`config.mk`:
```
export PLATFORM = sky130hd
export DESIGN_NAME = div_bcd_conv
export DESIGN_NICKNAME = d
export VERILOG_FILES = /design/src/rtl/div_pkg.sv /design/src/rtl/div_bcd_conv_dd_step.sv /design/src/rtl/div_bcd_conv.sv
export SDC_FILE = /design/constraint.sdc
export NUM_CORES = 1
export LEC_CHECK = 0
export CAP_MARGIN = 20
export CORE_UTILIZATION = 49
export CTS_BUF_LIST = sky130_fd_sc_hd__clkbuf_16
export DETAILED_ROUTE_END_ITERATION = 10
export GPL_ROUTABILITY_DRIVEN = 0
export PLACE_DENSITY_LB_ADDON = 0.1
export SLEW_MARGIN = 20
export SYNTH_ARGS = -nofsm -noshare
export SYNTH_HDL_FRONTEND = slang
export SYNTH_SLANG_ARGS = --single-unit
```
`constraint.sdc`:
```
create_clock -name clk -period 1.4 [get_ports clk]
set_input_delay 0.28 -clock clk [delete_from_list [all_inputs] [get_ports clk]]
set_output_delay 0.28 -clock clk [all_outputs]
set_load 0.005 [all_outputs]
```
`src/rtl/div_pkg.sv`:
```
// Shared types and helpers for the restoring divider and its BCD conversion stage.
package div_pkg;

    localparam int unsigned DIV_SIZE   = 4;
    localparam int unsigned BCD_DIGITS = 2;

    typedef enum logic [1:0] {
        IDLE,
        CONV,
        DONE
    } state_t;

    function automatic logic [3:0] add3_nibble(input logic [3:0] n);
        return (n >= 4'd5) ? n + 4'd3 : n;
    endfunction

    // True when DIGITS decimal digits can hold every SIZE-bit unsigned value.
    function automatic bit bcd_fits(input int unsigned size, input int unsigned digits);
        longint unsigned pow10;
        longint unsigned max_bin;
        pow10   = 64'd1;
        max_bin = (64'd1 << size) - 64'd1;
        for (int unsigned i = 0; i < digits; i++) begin
            pow10 = pow10 * 64'd10;
        end
        return pow10 > max_bin;
    endfunction

endpackage

```
`src/rtl/div_bcd_conv_dd_step.sv`:
```
// One double-dabble iteration: add-3 on every BCD nibble, then shift {bcd,bin} left by one.
module dd_step
    import div_pkg::*;
#(
    parameter int unsigned SIZE   = DIV_SIZE,
    parameter int unsigned DIGITS = BCD_DIGITS
) (
    input  logic [4*DIGITS-1:0] bcd,
    input  logic [SIZE-1:0]     bin,
    output logic [4*DIGITS-1:0] bcd_next,
    output logic [SIZE-1:0]     bin_next
);

    logic [4*DIGITS-1:0] bcd_adj;

    always_comb begin
        bcd_adj = '0;
        for (int unsigned d = 0; d < DIGITS; d++) begin
            bcd_adj[4*d +: 4] = add3_nibble(bcd[4*d +: 4]);
        end
    end

    assign bcd_next = {bcd_adj[4*DIGITS-2:0], bin[SIZE-1]};
    assign bin_next = {bin[SIZE-2:0], 1'b0};

endmodule

```
`src/rtl/div_bcd_conv.sv`:
```
// Sequential binary-to-BCD converter for the divider's quotient/remainder pair,
// one bit per clock, with valid/ready handshakes on both sides.
module div_bcd_conv
    import div_pkg::*;
#(
    parameter int unsigned SIZE   = DIV_SIZE,
    parameter int unsigned DIGITS = BCD_DIGITS
) (
    input  logic                clk,
    input  logic                rst_n,
    input  logic                in_valid,
    output logic                in_ready,
    input  logic [SIZE-1:0]     i_shang,
    input  logic [SIZE-1:0]     i_yushu,
    output logic                out_valid,
    input  logic                out_ready,
    output logic [4*DIGITS-1:0] o_shang_bcd,
    output logic [4*DIGITS-1:0] o_yushu_bcd
);

    localparam int unsigned BW = 4 * DIGITS;
    localparam int unsigned CW = $clog2(SIZE) + 1;

    if (!bcd_fits(SIZE, DIGITS)) begin : g_digits_check
        $error("div_bcd_conv: DIGITS too small to represent 2^SIZE-1");
    end

    state_t          state;
    logic [CW-1:0]   counter;
    logic [SIZE-1:0] bin_s, bin_y, bin_s_nx, bin_y_nx;
    logic [BW-1:0]   bcd_s, bcd_y, bcd_s_nx, bcd_y_nx;

    dd_step #(.SIZE(SIZE), .DIGITS(DIGITS)) u_step_shang (
        .bcd      (bcd_s),
        .bin      (bin_s),
        .bcd_next (bcd_s_nx),
        .bin_next (bin_s_nx)
    );

    dd_step #(.SIZE(SIZE), .DIGITS(DIGITS)) u_step_yushu (
        .bcd      (bcd_y),
        .bin      (bin_y),
        .bcd_next (bcd_y_nx),
        .bin_next (bin_y_nx)
    );

    assign in_ready = (state == IDLE);

    always_ff @(posedge clk or negedge rst_n) begin
        if (!rst_n) begin
            state       <= IDLE;
            counter     <= '0;
            bin_s       <= '0;
            bin_y       <= '0;
            bcd_s       <= '0;
            bcd_y       <= '0;
            o_shang_bcd <= '0;
            o_yushu_bcd <= '0;
            out_valid   <= 1'b0;
        end else begin
            case (state)
                IDLE: begin
                    if (in_valid) begin
                        bin_s   <= i_shang;
                        bin_y   <= i_yushu;
                        bcd_s   <= '0;
                        bcd_y   <= '0;
                        counter <= '0;
                        state   <= CONV;
                    end
                end
                CONV: begin
                    bin_s   <= bin_s_nx;
                    bin_y   <= bin_y_nx;
                    bcd_s   <= bcd_s_nx;
                    bcd_y   <= bcd_y_nx;
                    counter <= counter + CW'(1);
                    // The final iteration's result goes straight to the output registers.
                    if (counter == CW'(SIZE - 1)) begin
                        o_shang_bcd <= bcd_s_nx;
                        o_yushu_bcd <= bcd_y_nx;
                        out_valid   <= 1'b1;
                        state       <= DONE;
                    end
                end
                DONE: begin
                    if (out_ready) begin
                        out_valid <= 1'b0;
                        state     <= IDLE;
                    end
                end
                default: begin
                    out_valid <= 1'b0;
                    state     <= IDLE;
                end
            endcase
        end
    end

endmodule
```
### Yosys cells after proc, flatten, opt, wreduce, memory -nomap -nowiden

Index checks and enable logic that the tools add are counted.

* bits in registers: 46
* input bits: 12
* output and inout port bits: 18
* logic and storage cells: 51

* add/subtract/negate cells: 5
* $lt $le $gt $ge: 4
* equality and inequality tests: 6
* muxes and demuxes: 20
* bitwise operators: 1
* reduce and logical (&&, ||, !) cells: 6

Operators by type and width (count)
* $pmux 8 s2: 2
* $ge 4x3->1 const B: 4
* $mux 4: 4
* $pmux 4 s2: 2
* $mux 3: 3
* $add 4x2->4 const B: 2
* $mux 8: 1
* $add 3x2->3 const B: 2
* $mux 2: 3
* $ne 2x2->1 const B: 3
* $pmux 2 s3: 1
* $pmux 3 s2: 1
* $reduce_and 3->1: 2
* $reduce_and 2->1: 2
* $add 3x1->3 const B: 1
* $eq 3x2->1 const B: 1
* $pmux 1 s3: 1
* $eq 2x1->1 const B: 1
* $eq 2x2->1 const B: 1
* $logic_not 2->1: 1
* $mux 1: 2
* $reduce_bool 2->1: 1
* $not 1->1: 1

### Longest topological paths before layout

* depth in word-level cells: 3
* mapped depth: 6
* gate-level depth less buffers: 6

### Hierarchy

A second synthesis with hierarchy kept.

* cell total of the unflattened synthesis: 203
* area total of the unflattened synthesis: 2322.2 µm²

By module, submodules not included
* div_bcd_conv: times used 1, cells each 135, area an instance 1874.3 µm², sequential area each 1151.1 µm²
* dd_step: times used 2, cells each 34, area an instance 224.0 µm², sequential area each 0.0 µm²

### Worst setup path before layout

OpenSTA, ideal clock, no wires.

* path type: register -> register
* start point: register bcd_y[0]
* end point: register bcd_y[2]
* library setup time: 0.083 ns
* arrival: 1.440 ns
* data required time: 1.317 ns
* path slack: -0.122 ns
* stages on the path, launching flop included: 7
* buffers on the path: 0
* clock period less this slack: 1.522 ns
* cells stage by stage: dfrtp_1 -> inv_1 -> ha_1 -> nand2b_1 -> a21oi_1 -> mux2_2 -> o21ai_0

* word-level cells in the longest chain between the ends: 3
* elaborated cells between the ends (all ways): 4
* those cells by class: add/sub: 1; order compare: 1; mux: 2

Ends and longest elaborated chain
* from (decl): line div_bcd_conv.sv:31 `logic [BW-1:0] bcd_s, bcd_y, bcd_s_nx, bcd_y_nx;`
* from (signal assigned): line div_bcd_conv.sv:76 `bcd_y <= bcd_y_nx;`
* $add 4x2->4 / $ge 4x3->1 (equally long branches): line div_pkg.sv:14 `return (n >= 4'd5) ? n + 4'd3 : n;`
* $mux 4 (*): line div_pkg.sv:14
* $pmux 8 s2 (*): line div_bcd_conv.sv:61 `case (state)`

Mark *: on every way between the ends. The rest lies on a longest branch, timed or not.
A chain may end at the register's enable or synchronous reset.

### Worst setup path in the final report

* start point: register bcd_y[4]
* end point: register o_yushu_bcd[6]

* word-level cells in the longest chain between the ends: 2
* elaborated cells between the ends (all ways): 3
* those cells by class: add/sub: 1; order compare: 1; mux: 1

Ends and longest elaborated chain
* $ge 4x3->1 / $add 3x2->3 (equally long branches): line div_pkg.sv:14
* $mux 3 (*): line div_pkg.sv:14
* to (signal assigned): line div_bcd_conv.sv:81 `o_yushu_bcd <= bcd_y_nx;`
* to (decl): line div_bcd_conv.sv:18 `output logic [4*DIGITS-1:0] o_yushu_bcd`

Marked as above.

==> results by group <==
Status
  • Status: complete, but fails checks
  • Violations in the final reports: setup timing

Yosys
  • Synth top area share: 0.5327
  • Ys Warns: 0
  • Mapped Area: 2161 um^2
  • Syn Area/Cell: 9.867 um^2
  • Synth area leader: dfrtp_1
  • Post-Syn Nets: around 240
  • Synth unique cells: 24
  • FF+latch count, synth: 46
  • Top cells by area in the synthesized netlist: dfrtp_1, o21ai_0, nand2_1
  • Sequential area share after synthesis: 0.5327
  • Post-Synthesis Cells: 219

Clock tree
  • CTS tree: yes
  • Total CTS buffers: 5
  • Clk root buf: clkbuf_16
  • Worst-Skew Late Latency: 0.28 ns
  • Reg clk slew, reported paths: 0.06 ns
  • Clk buf depth: 2
  • Sink Count: 46
  • H-tree depth: 2

Finish
  • Commonest non-fill, non-tap cells in the layout: dfrtp_1, nand2_1, buf_4, o21ai_0, dlygate4sd2_1
  • Ratio of cells with drive above 1 in the final layout: 0.3356
  • Nets: 310
  • Commonest non-fill, non-tap cell in the layout: dfrtp_1
  • Storage cell area: 1151 um^2
  • Ant. Diodes: 0
  • Multi-input gate area: between 1000 and 1500 um^2
  • Layout Utilization: 0.7826
  • Fillers: 262
  • P&R area growth vs syn: 49.04%

Floorplanning
  • I/O pin cnt: 30
  • Row Count: 23
  • Die ar.: 4679 um^2
  • Core box area: 4115 um^2
  • Initial core utilization: 0.5251
  • Die Ht: 68.41 um
  • Die width: between 60 and 70 um

Worst setup path
  • Startpoint type of the worst setup path: flop
  • Critical-path top delay cell: dfrtp_1
  • Crit path max-delay family: flip-flops
  • Crit-path cells: ha_2 > nand2b_4 > a21oi_4 > mux2_4 > o21ai_2
  • CP Buf/Inv Count: 0
  • CP max FO: 3
  • Crit path launch: bcd_y[4]
  • R2R setup slack: -0.01 ns
  • Crit path depth: 5
  • Reg-to-Reg Start: bcd_y[4]
  • WP data required: between 1.5 and 2 ns
  • Reg2reg path depth: 5
  • Largest stage delay, worst path: 0.41 ns
  • Reg2reg end: o_yushu_bcd[6]
  • Endpoint class of the critical path: flop
  • Worst Setup Path Type: flop to flop
  • Worst Path Arrival: 1.63 ns

Timing
  • Slew Limit Headroom: 0.7869
  • Final worst path period need: approximately 1.4 ns
  • Worst Skew: 0.004143 ns
  • Fmax: 707.9 MHz
  • Tcrit/Tclk final: 1.009
  • Hold Vio Cnt, Final: 0
  • Worst-margin pin slew: around 0.32 ns
  • Max Slew Vio Count: 0
  • Count of final setup violators: 3
  • RSZ-0062 raised after global routing: yes
  • Setup WS post-layout: -0.01255 ns

Place
  • # port buffers: 29
  • Post-detail-place hpwl: approximately 3000 um
  • Worst slack, placed: -0.1025 ns

GRT
  • Tot GR Track Use: 0.2298
  • Remaining Overflow, GRT: 0
  • Largest net degree at the start of global routing: 47
  • First-pass GRT wire length: 7748 um
  • Vias in the first global route: 1706
  • Initial antenna violation count: 0

Hold path
  • Hold Path Class: flop to flop
  • Min-Delay Path Depth: 2
  • Worst Hold End: o_shang_bcd[7]
  • Hold_sp: o_shang_bcd[7]

Power
  • Pwr Density: 2401 nW/um^2
  • Worst VDD drop: 1.256 mV
  • Leak pwr: around 0.0015 uW

Route
  • Final wirelength: 4871 um
  • Routed Antenna Nets: 0
  • Avg WL per Cell: 14.37 um
  • DRT iter0 DRCs: 112
  • Vias: 1773
  • Final routed DRC violation total: 0
  • Drt pass-1 iters: 4
  • Via density: between 5 and 6

Job
  • Max_cap viols: 0
[per-stage QoR]
stage	hold slack [ns]	cell area [um^2]	total power, uW	cells	setup TNS (ns)
floorplan	-0.01559	2230	4093	219	-0.005416
global placement	0.2824	2795	5458	319	-0.4489
detailed placement	0.2840	2795	5561	319	-1.275
CTS	0.4791	3110	7314	334	-0.04630
global route	0.4961	3221	8284	339	-0.5817
finish	0.4700	3221	7732	339	-0.02949
[where the power goes]
group	internal, uW	switching, uW
Clock	845	504
Sequential	1860	423
Combinational	2230	1870
[state kept, by name (all words and copies together), names as in the netlist]
| name | cells |
|---|---|
| counter | 3 |
| bin_s | 4 |
| bcd_y | 8 |
| o_shang_bcd | 8 |
| bin_y | 4 |
| o_yushu_bcd | 8 |
| out_valid | 1 |
| state | 2 |
| bcd_s | 8 |
[cells in the mapped netlist]
cell      number
a21boi_0       1
a21oi_1       16
a22o_1         3
a22oi_1        3
and2b_2        1
buf_2          7
clkbuf_1       2
dfrtp_1       46
ha_1          10
inv_1          9
mux2_2         5
mux2_4         1
mux2i_1        3
nand2_1       36
nand2_2        1
nand2b_1       6
nand3_1        3
nor2_1         3
nor2b_1        6
nor3_1         4
nor3b_1        5
o21ai_0       43
o21bai_2       1
xnor2_1        4
[worst max path at each step]
stage | end
detailed placement | bcd_y[7]
global route | o_yushu_bcd[4]
global placement | bin_s[0]
finish | o_yushu_bcd[6]
floorplan | bcd_y[2]
CTS | o_shang_bcd[2]
[what timing repair did]
action / 4_1_cts / 5_1_grt
hold buffers: 1 / 0
setup buffers: 6 / 5
pin swaps: 8 / 7
endpoints found under the setup margin: 37 / 28
endpoints found under the hold margin: 46 / 0
resized for setup: 48 / 20
[final cells by class]
cell class                 count  area share
clock buffer                   5     0.03885
tap                           50     0.01943
timing repair buffer          71      0.1954
inverter                       9     0.01049
clock inverter                 3     0.01360
multi-input combinational    155      0.3648
sequential                    46      0.3574
[worst reg2reg max path: stages (launching register included)]
cell      delay [ns]
dfrtp_1         0.41
ha_2            0.20
nand2b_4        0.15
a21oi_4         0.14
mux2_4          0.33
o21ai_2         0.11
[kinds of logic after synthesis]
logic type	after synthesis	synth area share
compound gates	67	0.1679
simple gates	65	0.1430
flops	46	0.5327
buf+inv	18	0.03532
fa+ha+maj	10	0.05790
mux	9	0.04690
xor+xnor	4	0.01621
[metal layers]
layer / wire length, um / GRT usage
met5: 0 / 0
met4: 51 / 0.06250
met3: 157 / 0.06167
met2: 2336 / 0.3885
met1: 2326 / 0.2871
Note: power is estimated with default switching activity, not from simulation.
